==> src/rtl/serial_add_pkg.sv <==
// ------------------------------------------------------------------
// serial_add_pkg : shared FSM encoding and width limit for serial_add
// Rev 1.0
// ------------------------------------------------------------------
`default_nettype none

package serial_add_pkg;
  localparam logic [1:0] IDLE = 2'd0;
  localparam logic [1:0] RUN  = 2'd1;
  localparam logic [1:0] DONE = 2'd2;

  localparam int MAX_WIDTH = 32;
endpackage

`default_nettype wire

==> src/rtl/full_add.sv <==
// ------------------------------------------------------------------
// full_add : single-bit full adder cell
// Rev 1.0
// ------------------------------------------------------------------
`default_nettype none

module full_add (
  input  logic a,
  input  logic b,
  input  logic c,
  output logic sum,
  output logic carry
);
  assign sum   = a ^ b ^ c;
  assign carry = (a & b) | (a & c) | (b & c);
endmodule

`default_nettype wire

==> src/rtl/serial_add.sv <==
// ------------------------------------------------------------------
// serial_add : bit-serial adder, one full_add slice, LSB first
// Rev 1.0
// ------------------------------------------------------------------
`default_nettype none

module serial_add
  import serial_add_pkg::*;
#(
  parameter int WIDTH = 8
) (
  input  logic             clk,
  input  logic             rst,
  input  logic             start,
  input  logic [WIDTH-1:0] a,
  input  logic [WIDTH-1:0] b,
  input  logic             cin,
  output logic             busy,
  output logic             done,
  output logic [WIDTH-1:0] sum,
  output logic             carry
);
  localparam int             CW   = (WIDTH > 1) ? $clog2(WIDTH) : 1;
  localparam logic [CW-1:0]  LAST = CW'(WIDTH - 1);

  generate
    if (WIDTH < 1 || WIDTH > MAX_WIDTH) begin : g_width_check
      $error("serial_add: WIDTH must be in 1..32");
    end
  endgenerate

  logic [1:0]       r_state;
  logic [WIDTH-1:0] r_a_sr;
  logic [WIDTH-1:0] r_b_sr;
  logic [WIDTH-1:0] r_s_sr;
  logic [WIDTH-1:0] w_s_next;
  logic             r_cy;
  logic [CW-1:0]    r_cnt;
  logic             w_bit_sum;
  logic             w_bit_carry;

  full_add u_bit (
    .a     (r_a_sr[0]),
    .b     (r_b_sr[0]),
    .c     (r_cy),
    .sum   (w_bit_sum),
    .carry (w_bit_carry)
  );

  // Sum bits enter at the MSB so after WIDTH shifts bit 0 sits at the LSB.
  generate
    if (WIDTH == 1) begin : g_sr_one
      assign w_s_next = w_bit_sum;
    end else begin : g_sr_wide
      assign w_s_next = {w_bit_sum, r_s_sr[WIDTH-1:1]};
    end
  endgenerate

  always_ff @(posedge clk or posedge rst) begin
    if (rst) begin
      r_state <= IDLE;
      r_a_sr  <= '0;
      r_b_sr  <= '0;
      r_s_sr  <= '0;
      r_cy    <= 1'b0;
      r_cnt   <= '0;
      sum     <= '0;
      carry   <= 1'b0;
    end else begin
      case (r_state)
        IDLE, DONE: begin
          if (start) begin
            r_a_sr  <= a;
            r_b_sr  <= b;
            r_s_sr  <= '0;
            r_cy    <= cin;
            r_cnt   <= '0;
            r_state <= RUN;
          end else begin
            r_state <= IDLE;
          end
        end
        RUN: begin
          r_a_sr <= r_a_sr >> 1;
          r_b_sr <= r_b_sr >> 1;
          r_s_sr <= w_s_next;
          r_cy   <= w_bit_carry;
          r_cnt  <= r_cnt + 1'b1;
          if (r_cnt == LAST) begin
            sum     <= w_s_next;
            carry   <= w_bit_carry;
            r_state <= DONE;
          end
        end
        default: r_state <= IDLE;
      endcase
    end
  end

  assign busy = (r_state == RUN);
  assign done = (r_state == DONE);
endmodule

`default_nettype wire

==> config.mk <==
export PLATFORM = sky130hd
export DESIGN_NAME = serial_add
export DESIGN_NICKNAME = d
export VERILOG_FILES = /design/src/rtl/serial_add_pkg.sv /design/src/rtl/full_add.sv /design/src/rtl/serial_add.sv
export SDC_FILE = /design/constraint.sdc
export NUM_CORES = 1
export LEC_CHECK = 0
export ABC_AREA = 1
export BUFFER_PORTS_ARGS = -buffer_cell sky130_fd_sc_hd__buf_2
export CAP_MARGIN = 20
export CORE_UTILIZATION = 50
export CTS_CLUSTER_SIZE = 25
export DETAILED_ROUTE_END_ITERATION = 7
export MAX_ROUTING_LAYER = met4
export PLACE_DENSITY = 0.75
export SYNTH_ARGS = -nofsm -noshare
export SYNTH_HDL_FRONTEND = slang
export SYNTH_SLANG_ARGS = --single-unit
==> constraint.sdc <==
create_clock -name clk -period 1.29 [get_ports clk]
set_input_delay 0.258 -clock clk [delete_from_list [all_inputs] [get_ports clk]]
set_output_delay 0.258 -clock clk [all_outputs]
set_load 0.01 [all_outputs]
==> summary.txt, run 1 <==
Synthesis
  – Adder-cell share of the synthesized area: 2.410%
  – Synthesized flop and latch total: 38
  – Largest family of logic cells by synthesized area: simple AND/OR/NAND/NOR gates
  – Synth warn: 0
  – Simple-gate share of the synthesized area: 26.64%
  – Post-synthesis xor/xnor area fraction: 0%
  – Mux contribution to synthesized area: 0%
  – Yosys top cell by area: dfrtp_1
  – Sequential-to-total area share from yosys stat: between 50% and 60%
  – Net Count, Synth: ~240
  – Compound-Gate Fraction of Synth Area: 6.693%
  – Synth area leaders: dfrtp_1, nand2_1, inv_1
  – Synth top area share: 50.87%
  – Count of cell types in the netlist: 20
  – Netlist Area Pre-Place: about 0.0019 mm2
  – Synthesized instance count: 220
  – Synth Area per Inst: 8.497 um2

Pwr
  – Maximum vdd drop: about 1200 uV
  – Pwr dens: between 2000 and 3000 mW/mm2
  – Leakage power: 1.325 nW

CTS
  – CTS Buf Count: 5
  – CTS tree: yes
  – CTS Buffer Depth: 2
  – Htree depth: 2
  – CTS Hold Bufs: 0
  – CTS sink cnt: 38
  – Reg clk slew, reported paths: 0.08 ns
  – Worst skew pair latency: 0.30 ns
  – Root buffer cell: clkbuf_8

Timing
  – Worst relative slew slack: 86.30%
  – Setup violators final: 5
  – Post-route clock skew: 0.004975 ns
  – Worst-Margin Slew: between 0.2 and 0.25 ns
  – Post-route setup slack: -0.04639 ns
  – FMAX: 748.3 MHz
  – Final Cycle Share: 103.6%
  – Fin. Hold Viols: 0
  – Slew Limit Fails: 0
  – Tmin final: 1.336 ns
  – RSZ-0062 raised after global routing: yes

Finish
  – Area grow syn2layout: 25.90%
  – Nets: 291
  – Commonest non-fill, non-tap cell in the layout: nand2_1
  – Non-filler cells, final: about 320
  – Antenna cell count: 0
  – Final Util: 67.86%
  – Fill count: 284
  – Share of layout cells above drive strength 1: 28.62%
  – Commonest cells after routing, fill and taps aside: nand2_1, inv_1, dfrtp_1

Global route
  – GRT Resource Usage Total: 22.43%
  – First-pass GRT wire length: 6410 um
  – Antenna violations before repair: 0
  – Total gr overflow: 0
  – Vias in the first global route: approximately 1400
  – Largest net degree at the start of global routing: 39

Floorplan
  – Total core area: 0.003468 mm2
  – Chip width: between 60 and 70 um
  – Die Ht: 63.15 um
  – Initial Util: between 50% and 60%
  – Die ar.: 0.003987 mm2
  – # rows: 21
  – Boundary pin count: 31

Placed design
  – Setup WS pre-CTS: 0.01887 ns
  – Post-DP HPWL: between 2000 and 2500 um
  – Inst Count DP: 296
  – RD Place Congestion: about 0.77
  – Buffers on Ports: 30

Run status
  – Failing checks: setup timing
  – Outcome: finished with violations

Critical path
  – Crit. End Element: output port
  – Critical path class: flop to output port
  – Startpoint Class: flop
  – CP max FO: 2
  – Worst Path Required: 1.03 ns
  – CP Data Arrival Time: around 1.1 ns

Detailed routing
  – Wl on met1: between 1500 and 2000 um
  – Met3 Routed Length: 262 um
  – Post-route ant nets: 0
  – 1st-iter DRT viols: 100
  – Avg WL per Cell: 13.27 um
  – Met2 WL: 2043 um
  – Post-route DRC violation count: 0
  – DR vias: 1551
  – Routed Wire Length: 4180 um
  – DRT Pass-1 Iters: 4
  – Highest Signal Layer: met4
  – Vias per cell: about 5

Min path
  – Min-Delay Path Class: input port to async pin

Run
  – Max-Cap Viols: 0
-- worst max-delay path: stages (launching register included) --
cell	delay, ns
dfrtp_1	0.44
inv_4	0.07
nor2_4	0.15
buf_6	0.12
-- power breakdown --
| part | leakage [nW] | switching, mW | total, mW | internal [mW] |
|---|---|---|---|---|
| combinational | 0.805 | 1.84 | 3.18 | 1.34 |
| clock | 0.0472 | 0.439 | 0.869 | 0.430 |
| sequential | 0.472 | 0.332 | 2.09 | 1.76 |
| total | 1.32 | 2.61 | 6.13 | 3.53 |
-- synthesized netlist by cell type --
cell / number
buf_2: 2
buf_6: 5
dfrtp_1: 38
nand2_8: 2
nand3_1: 30
a21oi_1: 1
o21ai_1: 4
inv_1: 40
o21ai_0: 6
o21ai_2: 8
ha_1: 2
inv_4: 1
nand2_1: 71
buf_4: 2
nor2_1: 2
inv_2: 1
inv_6: 1
nor2_4: 1
nand2_4: 2
fa_1: 1
-- registers in the layout (all words and copies together) (netlist names) --
name / count
r_a_sr: 8
r_b_sr: 8
sum: 8
r_s_sr: 7
r_cnt: 3
r_state: 2
carry: 1
r_cy: 1
-- metal layers --
layer	global-route usage (%)	up-vias
met5	-	-
met4	12.21	0
met1	27.76	722
met3	6.884	9
met2	32.66	56
li1	-	764
-- worst paths after layout --
check,start,end,slack [ns],depth (start not counted)
min reg2reg,sum[1]$_DFFE_PP0P_,sum[1]$_DFFE_PP0P_,0.48,2
min in group clk,b[7],r_b_sr[7]$_DFFE_PP0P_,0.18,3
max reg2reg,r_state[0]$_DFFE_PP0P_,r_b_sr[1]$_DFFE_PP0P_,-0.02,7
min,rst,r_b_sr[7]$_DFFE_PP0P_,0.01,3
max,r_state[0]$_DFFE_PP0P_,busy,-0.05,3
max in group asynchronous,rst,r_a_sr[4]$_DFFE_PP0P_,1.09,3
-- area by class of cell --
class	instances	area (um2)	share of cell area, %
clock buffers	6	82.58	3.509
clock inverters	2	12.51	0.5316
inverters	43	176.4	7.496
multi-input cells	132	705.7	29.98
flip-flops and latches	38	950.9	40.40
well taps	46	57.56	2.446
repair buffers	47	356.6	15.15
repair inverters	1	11.26	0.4785
-- per-stage QoR --
step	TNS [ns]	hold WS (ns)	instance area [um2]	power (mW)
4_1_cts	-0.3569	0.02152	2263	5.791
3_5_place_dp	0	0.3461	2101	4.733
5_1_grt	-1.138	0.02850	2354	6.612
3_3_place_gp	0	0.3198	2101	4.640
6_report	-0.1090	0.01234	2354	6.134
2_1_floorplan	0	0.3790	1869	4.095
-- timing repair --
item                       4_1_cts  5_1_grt
setup endpoints to repair        4       37
pin swaps                        3        2
gates cloned                     0        4
gates resized for setup          7        8
setup buffers                    6        2
-- cell families (layout without fill, tap and decap cells) --
group	Yosys count	in the layout
AOI/OAI and AO/OA	19	19
buffers and inverters	52	99
DFF	38	38
and+or+nand+nor	108	110
adders and majority gates	3	3
Power figures use the tool's default switching activity.
==> run 2: changes to the inputs <==
--- a/config.mk
+++ b/config.mk
@@ -15,4 +15,5 @@
 export PLACE_DENSITY = 0.75
 export SYNTH_ARGS = -nofsm -noshare
 export SYNTH_HDL_FRONTEND = slang
+export SYNTH_HIERARCHICAL = 1
 export SYNTH_SLANG_ARGS = --single-unit
==> run 2 against run 1 <==
The run still ends with setup timing left. Routed wire length fell by 0.74%. Fmax grew 0.77%. Count of clock-buffer cells in the layout is 1 higher. Final area increased by 2.6%. Sequential share of layout area fell by 1.0 points. Synthesized cell count unchanged. Synthesized area stayed put. Critical path depth is the same. Clock skew grew 0.0023 ns. Setup slack improved by 0.010 ns. Highest routed layer unchanged.
==> summary.txt, run 2 <==
Run status
  – Outcome: finished with violations
  – Failing checks: setup timing

Finish
  – Share of layout cells above drive strength 1: 30.66%
  – Antenna cell count: 0
  – Final Util: 69.62%
  – Area grow syn2layout: 29.18%
  – Commonest non-fill, non-tap cell in the layout: nand2_1
  – Largest regs: r_a_sr x8, r_b_sr x8, sum x8
  – Final std cell area, no fill: 0.002415 mm2
  – Non-filler cells, final: 320
  – Nets: between 200 and 300
  – Commonest cells after routing, fill and taps aside: nand2_1, inv_1, dfrtp_1

Synthesis
  – Synthesized flop and latch total: 38
  – Netlist Area Pre-Place: roughly 0.0019 mm2
  – Synthesized instance count: 220
  – Dominant synthesized flop cell: dfrtp_1
  – Synth warn: 6
  – Yosys top cell by area: dfrtp_1
  – Top-count cell post-synth: nand2_1
  – Synth Area per Inst: between 8 and 9 um2
  – Synth area leaders: dfrtp_1, nand2_1, inv_1
  – Commonest cells post-synth: nand2_1, inv_1, dfrtp_1
  – Count of cell types in the netlist: 20
  – Sequential-to-total area share from yosys stat: 50.87%
  – Synth top area share: between 50% and 60%
  – Net Count, Synth: 243
  – Post-synth EDFFs: 0
  – FFs w/ async S/R, synth: 100.0%

Critical path
  – Worst Path Required: between 1 and 1.5 ns
  – Startpoint Class: flop
  – CP max stage delay: 0.40 ns
  – Critical path class: flop to output port
  – CP max FO: 2
  – Cells along the critical path: buf_4 > nor2_4 > buf_6
  – Setup slack, reg-to-reg: -0.01 ns
  – CP Data Arrival Time: 1.07 ns
  – Crit. End Element: output port
  – CP max-delay cell: dfrtp_1

Floorplan
  – # rows: 21
  – Die ar.: between 0.003 and 0.004 mm2
  – Boundary pin count: 31
  – Total core area: 0.003468 mm2
  – Die Ht: 63.15 um
  – Initial Util: 53.90%
  – Chip width: about 63 um

Run
  – Max-Cap Viols: 0

Placed design
  – Buffers on Ports: 30
  – DP Area: roughly 0.0021 mm2
  – Inst Count DP: around 300
  – Post-DP HPWL: 2366 um
  – Setup WS pre-CTS: between 0.03 and 0.04 ns
  – RD Place Congestion: 0.7222

CTS
  – CTS Hold Bufs: 0
  – CTS Buffer Depth: 2
  – Htree depth: 2
  – Worst skew pair latency: 0.29 ns
  – Root buffer cell: clkbuf_8
  – Reg clk slew, reported paths: 0.07 ns
  – CTS tree: yes
  – CTS Buf Count: 5
  – CTS sink cnt: 38

Global route
  – First-pass GRT wire length: 6589 um
  – Vias in the first global route: 1400
  – GRT Resource Usage Total: 22.02%
  – Largest net degree at the start of global routing: 39
  – Antenna violations before repair: 0
  – Total gr overflow: 0

Timing
  – Tmin final: between 1 and 1.5 ns
  – Worst-Margin Slew: 0.2069 ns
  – Setup violators final: 8
  – RSZ-0062 raised after global routing: yes
  – Worst relative slew slack: 86.21%
  – Final Cycle Share: 102.8%
  – FMAX: around 750 MHz
  – Hold Worst Slack: 0.01005 ns
  – Setup TNS: -0.09490 ns
  – Slew Limit Fails: 0
  – Fin. Hold Viols: 0
  – Post-route setup slack: -0.03617 ns
  – Post-route clock skew: 0.007299 ns

Detailed routing
  – Routed Wire Length: ~4100 um
  – Vias per cell: 4.928
  – DRT Pass-1 Iters: 4
  – Post-route DRC violation count: 0
  – Avg WL per Cell: 12.97 um
  – DR vias: between 1500 and 2000
  – 1st-iter DRT viols: between 150 and 200
  – Post-route ant nets: 0

Pwr
  – Sequential share of power: between 30% and 40%
  – Int Power: 3.725 mW
  – Power share of the combinational group: 54.6%
  – Maximum vdd drop: 1158 uV
  – Switching share of total power: 41.61%
  – Net Switching: 2.654 mW
  – Clock network fraction of total power: 13.0%
  – Total power: 6.380 mW
  – Pwr dens: 2642 mW/mm2
  – Leakage power: 1.356 nW

Min path
  – Min-Delay Path Class: input port to async pin
==> run 2: changes by cell type in the layout (fill, tap and decap cells not counted), sizes merged <==
| cell | previous run | this run |
|---|---|---|
| buf | 46 | 50 |
| clkbuf | 7 | 9 |
| clkinvlp | 1 | 0 |
==> run 2: cell type report <==
type | instances | area (um2)
tap | 46 | 57.56
inverter | 43 | 176.4
clock inverter | 1 | 5.005
fill | 266 | 1054
timing repair inverter | 1 | 11.26
sequential | 38 | 950.9
timing repair buffer | 52 | 416.7
clock buffer | 7 | 86.33
multi-input combinational | 132 | 710.7
==> run 2: timing repair <==
action	CTS	global route
endpoints found under the setup margin	2	35
gates cloned	0	5
buffers inserted	6	5
pin swaps	3	2
gates resized for setup	7	8
==> run 2: logic make-up after synthesis <==
group,share of synthesized area [%]
DFF,50.87
and+or+nand+nor,26.64
adders and majority gates,2.409
AOI/OAI and AO/OA,6.693
buffers and inverters,13.39
==> run 2: worst max-delay path: cells and delay by family (launching register included) <==
kind	cells	cell delay [ns]
simple gates	1	0.11
flops	1	0.40
buf+inv	2	0.28
==> run 2: final timing paths <==
kind	from	to	depth (start not counted)
setup reg to reg	r_state[0]$_DFFE_PP0P_	r_a_sr[5]$_DFFE_PP0P_	7
hold / removal	rst	r_cnt[1]$_DFFE_PP0P_	3
setup / recovery	r_state[1]$_DFFE_PP0P_	busy	3
hold reg to reg	r_cnt[1]$_DFFE_PP0P_	r_cnt[1]$_DFFE_PP0P_	2
max in group asynchronous	rst	r_a_sr[4]$_DFFE_PP0P_	3
min in group clk	a[7]	r_a_sr[7]$_DFFE_PP0P_	3
==> run 2: power by group through the flow <==
stage | sequential, mW | clock (mW) | combinational [mW]
after global placement | 2.07 | 0 | 2.66
final | 2.07 | 0.827 | 3.48
after CTS | 2.07 | 0.850 | 2.95
after floorplan | 2.07 | 0 | 2.02
after detailed placement | 2.08 | 0 | 2.75
after global routing | 2.12 | 0.912 | 3.86
==> run 2: per-layer routing <==
metal  part of all wire (%)  track usage [%]  up-vias
met1                     45            29.45      741
met4                   0.87            5.233        0
li1                       -                -      778
met5                      0                -        -
met2                     48            33.60       52
met3                    6.0            5.435        6
==> run 3: changes to the inputs <==
--- a/config.mk
+++ b/config.mk
@@ -13,6 +13,7 @@
 export DETAILED_ROUTE_END_ITERATION = 7
 export MAX_ROUTING_LAYER = met4
 export PLACE_DENSITY = 0.75
+export SETUP_SLACK_MARGIN = 0.1
 export SYNTH_ARGS = -nofsm -noshare
 export SYNTH_HDL_FRONTEND = slang
 export SYNTH_HIERARCHICAL = 1
==> run 3 against run 2 <==
The flow still finishes with violations (setup timing). Final cell count grew 2.8%. Register-to-register slack lost 0.05 ns. First-iteration DRC count rose by 22%. Sequential cell count did not move. Hold slack gained 0.028 ns. Via count grew 17%. Final area is 20% higher. Highest routed layer unchanged.
==> summary.txt, run 3 (synthesis gave the netlist of run 2 again) <==
Run status
  – Outcome: finished with violations
  – Failing checks: setup timing

Pwr
  – Total power: 8.338 mW
  – Maximum vdd drop: 1487 uV
  – Leakage power: approximately 1.6 nW
  – Pwr dens: 2872 mW/mm2

Placed design
  – DP Area: 0.002116 mm2
  – Post-DP HPWL: approximately 2400 um
  – RD Place Congestion: 0.7799
  – Buffers on Ports: 30
  – Setup WS pre-CTS: 0.05179 ns

Detailed routing
  – Vias per cell: 5.608
  – DRT Pass-1 Iters: 5
  – Post-route ant nets: 0
  – 1st-iter DRT viols: 186
  – Post-route DRC violation count: 0
  – Routed Wire Length: 6524 um
  – DR vias: 1845
  – Avg WL per Cell: between 15 and 20 um

Floorplan
  – Die Ht: 63.15 um
  – # rows: 21
  – Boundary pin count: 31
  – Chip width: 63.15 um
  – Die ar.: 0.003987 mm2
  – Total core area: approximately 0.0035 mm2
  – Initial Util: 53.90%

Finish
  – Fill count: 165
  – Nets: 306
  – Commonest non-fill, non-tap cell in the layout: nand2_1
  – Share of layout cells above drive strength 1: 50.18%
  – Antenna cell count: 0
  – Area grow syn2layout: 55.29%
  – Final std cell area, no fill: a little under 0.003 mm2
  – Largest regs: r_a_sr x8, r_b_sr x8, sum x8
  – Commonest cells after routing, fill and taps aside: nand2_1, inv_1, dfrtp_1

CTS
  – CTS tree: yes
  – CTS Buf Count: 5
  – Htree depth: 2
  – Worst skew pair latency: 0.30 ns
  – CTS Hold Bufs: 0
  – CTS sink cnt: 38
  – CTS Buffer Depth: 2
  – Root buffer cell: clkbuf_8
  – Reg clk slew, reported paths: about 0.070 ns

Critical path
  – Cells along the critical path: buf_4 > nor2_4 > buf_6
  – Worst R2R Start: r_state[0]$_DFFE_PP0P_
  – Startpoint Class: flop
  – R2r endpoint: r_a_sr[6]$_DFFE_PP0P_
  – Setup slack, reg-to-reg: -0.06 ns
  – Worst setup path endpoint: busy
  – Worst Path Required: 1.03 ns
  – Worst Setup SP: r_state[1]$_DFFE_PP0P_
  – Register-to-Register Path Depth: 7
  – CP max FO: 2
  – Buffers & Inverters on Critical Path: 2
  – Critical path depth: 3
  – Critical path class: flop to output port
  – Delay-heaviest family, CP: flip-flops
  – CP max stage delay: roughly 0.42 ns
  – CP Data Arrival Time: 1.11 ns
  – CP max-delay cell: dfrtp_1
  – Crit. End Element: output port

Global route
  – First-pass GRT wire length: about 8200 um
  – GRT Resource Usage Total: 27.74%
  – Total gr overflow: 0
  – Largest net degree at the start of global routing: 39
  – Antenna violations before repair: 0
  – Met1 usage: about a third
  – Vias in the first global route: 1716
  – Met3 Resource Use GR: under 10%
  – Layer with the highest usage: met2
  – GR Util met2: 43.28%

Timing
  – RSZ-0062 raised after global routing: yes
  – Setup violators final: 17
  – Slew Limit Fails: 0
  – Worst relative slew slack: 86.06%
  – FMAX: 732.4 MHz
  – Post-route clock skew: 0.004311 ns
  – Post-route setup slack: -0.07528 ns
  – Fin. Hold Viols: 0
  – Tmin final: 1.365 ns
  – Worst-Margin Slew: 0.2091 ns
  – Hold Worst Slack: 0.03829 ns
  – Final Cycle Share: 105.8%

Min path
  – Min-Delay Path Class: input port to async pin

Run
  – Max-Cap Viols: 0
-- run 3: what timing repair did --
item                       CTS  global route
pin swaps                    7            15
cloned                       3             5
resized for setup           40            63
setup endpoints to repair   27            39
setup buffers               13             5
-- run 3: final cells by class --
type	count	area [um2]	share of cell area (%)
sequential	38	952.2	32.80
clock buffer	6	82.58	2.845
tap	46	57.56	1.983
inverter	43	176.4	6.078
timing repair buffer	58	534.3	18.41
timing repair inverter	2	25.02	0.8621
clock inverter	1	30.03	1.034
multi-input combinational	135	1045	35.99
-- run 3: report_power, final --
group	internal, mW	switching [mW]
clock	0.618	0.420
combinational	2.16	2.89
sequential	1.76	0.479
total	4.54	3.79
-- run 3: worst reg2reg max path: stages (launching register included) --
cell	delay (ns)
dfrtp_2	0.46
buf_12	0.15
buf_8	0.14
nand2_8	0.12
buf_12	0.14
nand2_8	0.09
nand3_2	0.08
nand2_1	0.06
-- run 3: worst min-delay path by stage --
stage / end / depth (start not counted) / start
after floorplan: r_a_sr[7]$_DFFE_PP0P_ / 2 / a[7]
after global placement: sum[5]$_DFFE_PP0P_ / 3 / rst
final: r_s_sr[5]$_DFFE_PP0P_ / 3 / rst
after global routing: r_state[1]$_DFFE_PP0P_ / 3 / rst
after CTS: sum[5]$_DFFE_PP0P_ / 3 / rst
after detailed placement: sum[5]$_DFFE_PP0P_ / 3 / rst
-- run 3: routing by layer --
metal	share of wire (%)	routed length (um)	vias to the layer above
li1	-	-	808
met1	40	2597	891
met2	48	3138	120
met3	7.9	516	26
met4	4.2	272	0
met5	0	0	-
-- run 3: through the flow --
stage | utilization [%] | TNS [ns] | instances
6_report | 83.69 | -0.3986 | 329
5_1_grt | 83.69 | -1.469 | 329
4_1_cts | 73.48 | -0.06459 | 319
3_5_place_dp | 61.00 | 0 | 296
3_3_place_gp | 61.00 | 0 | 296
2_1_floorplan | - | 0 | 220
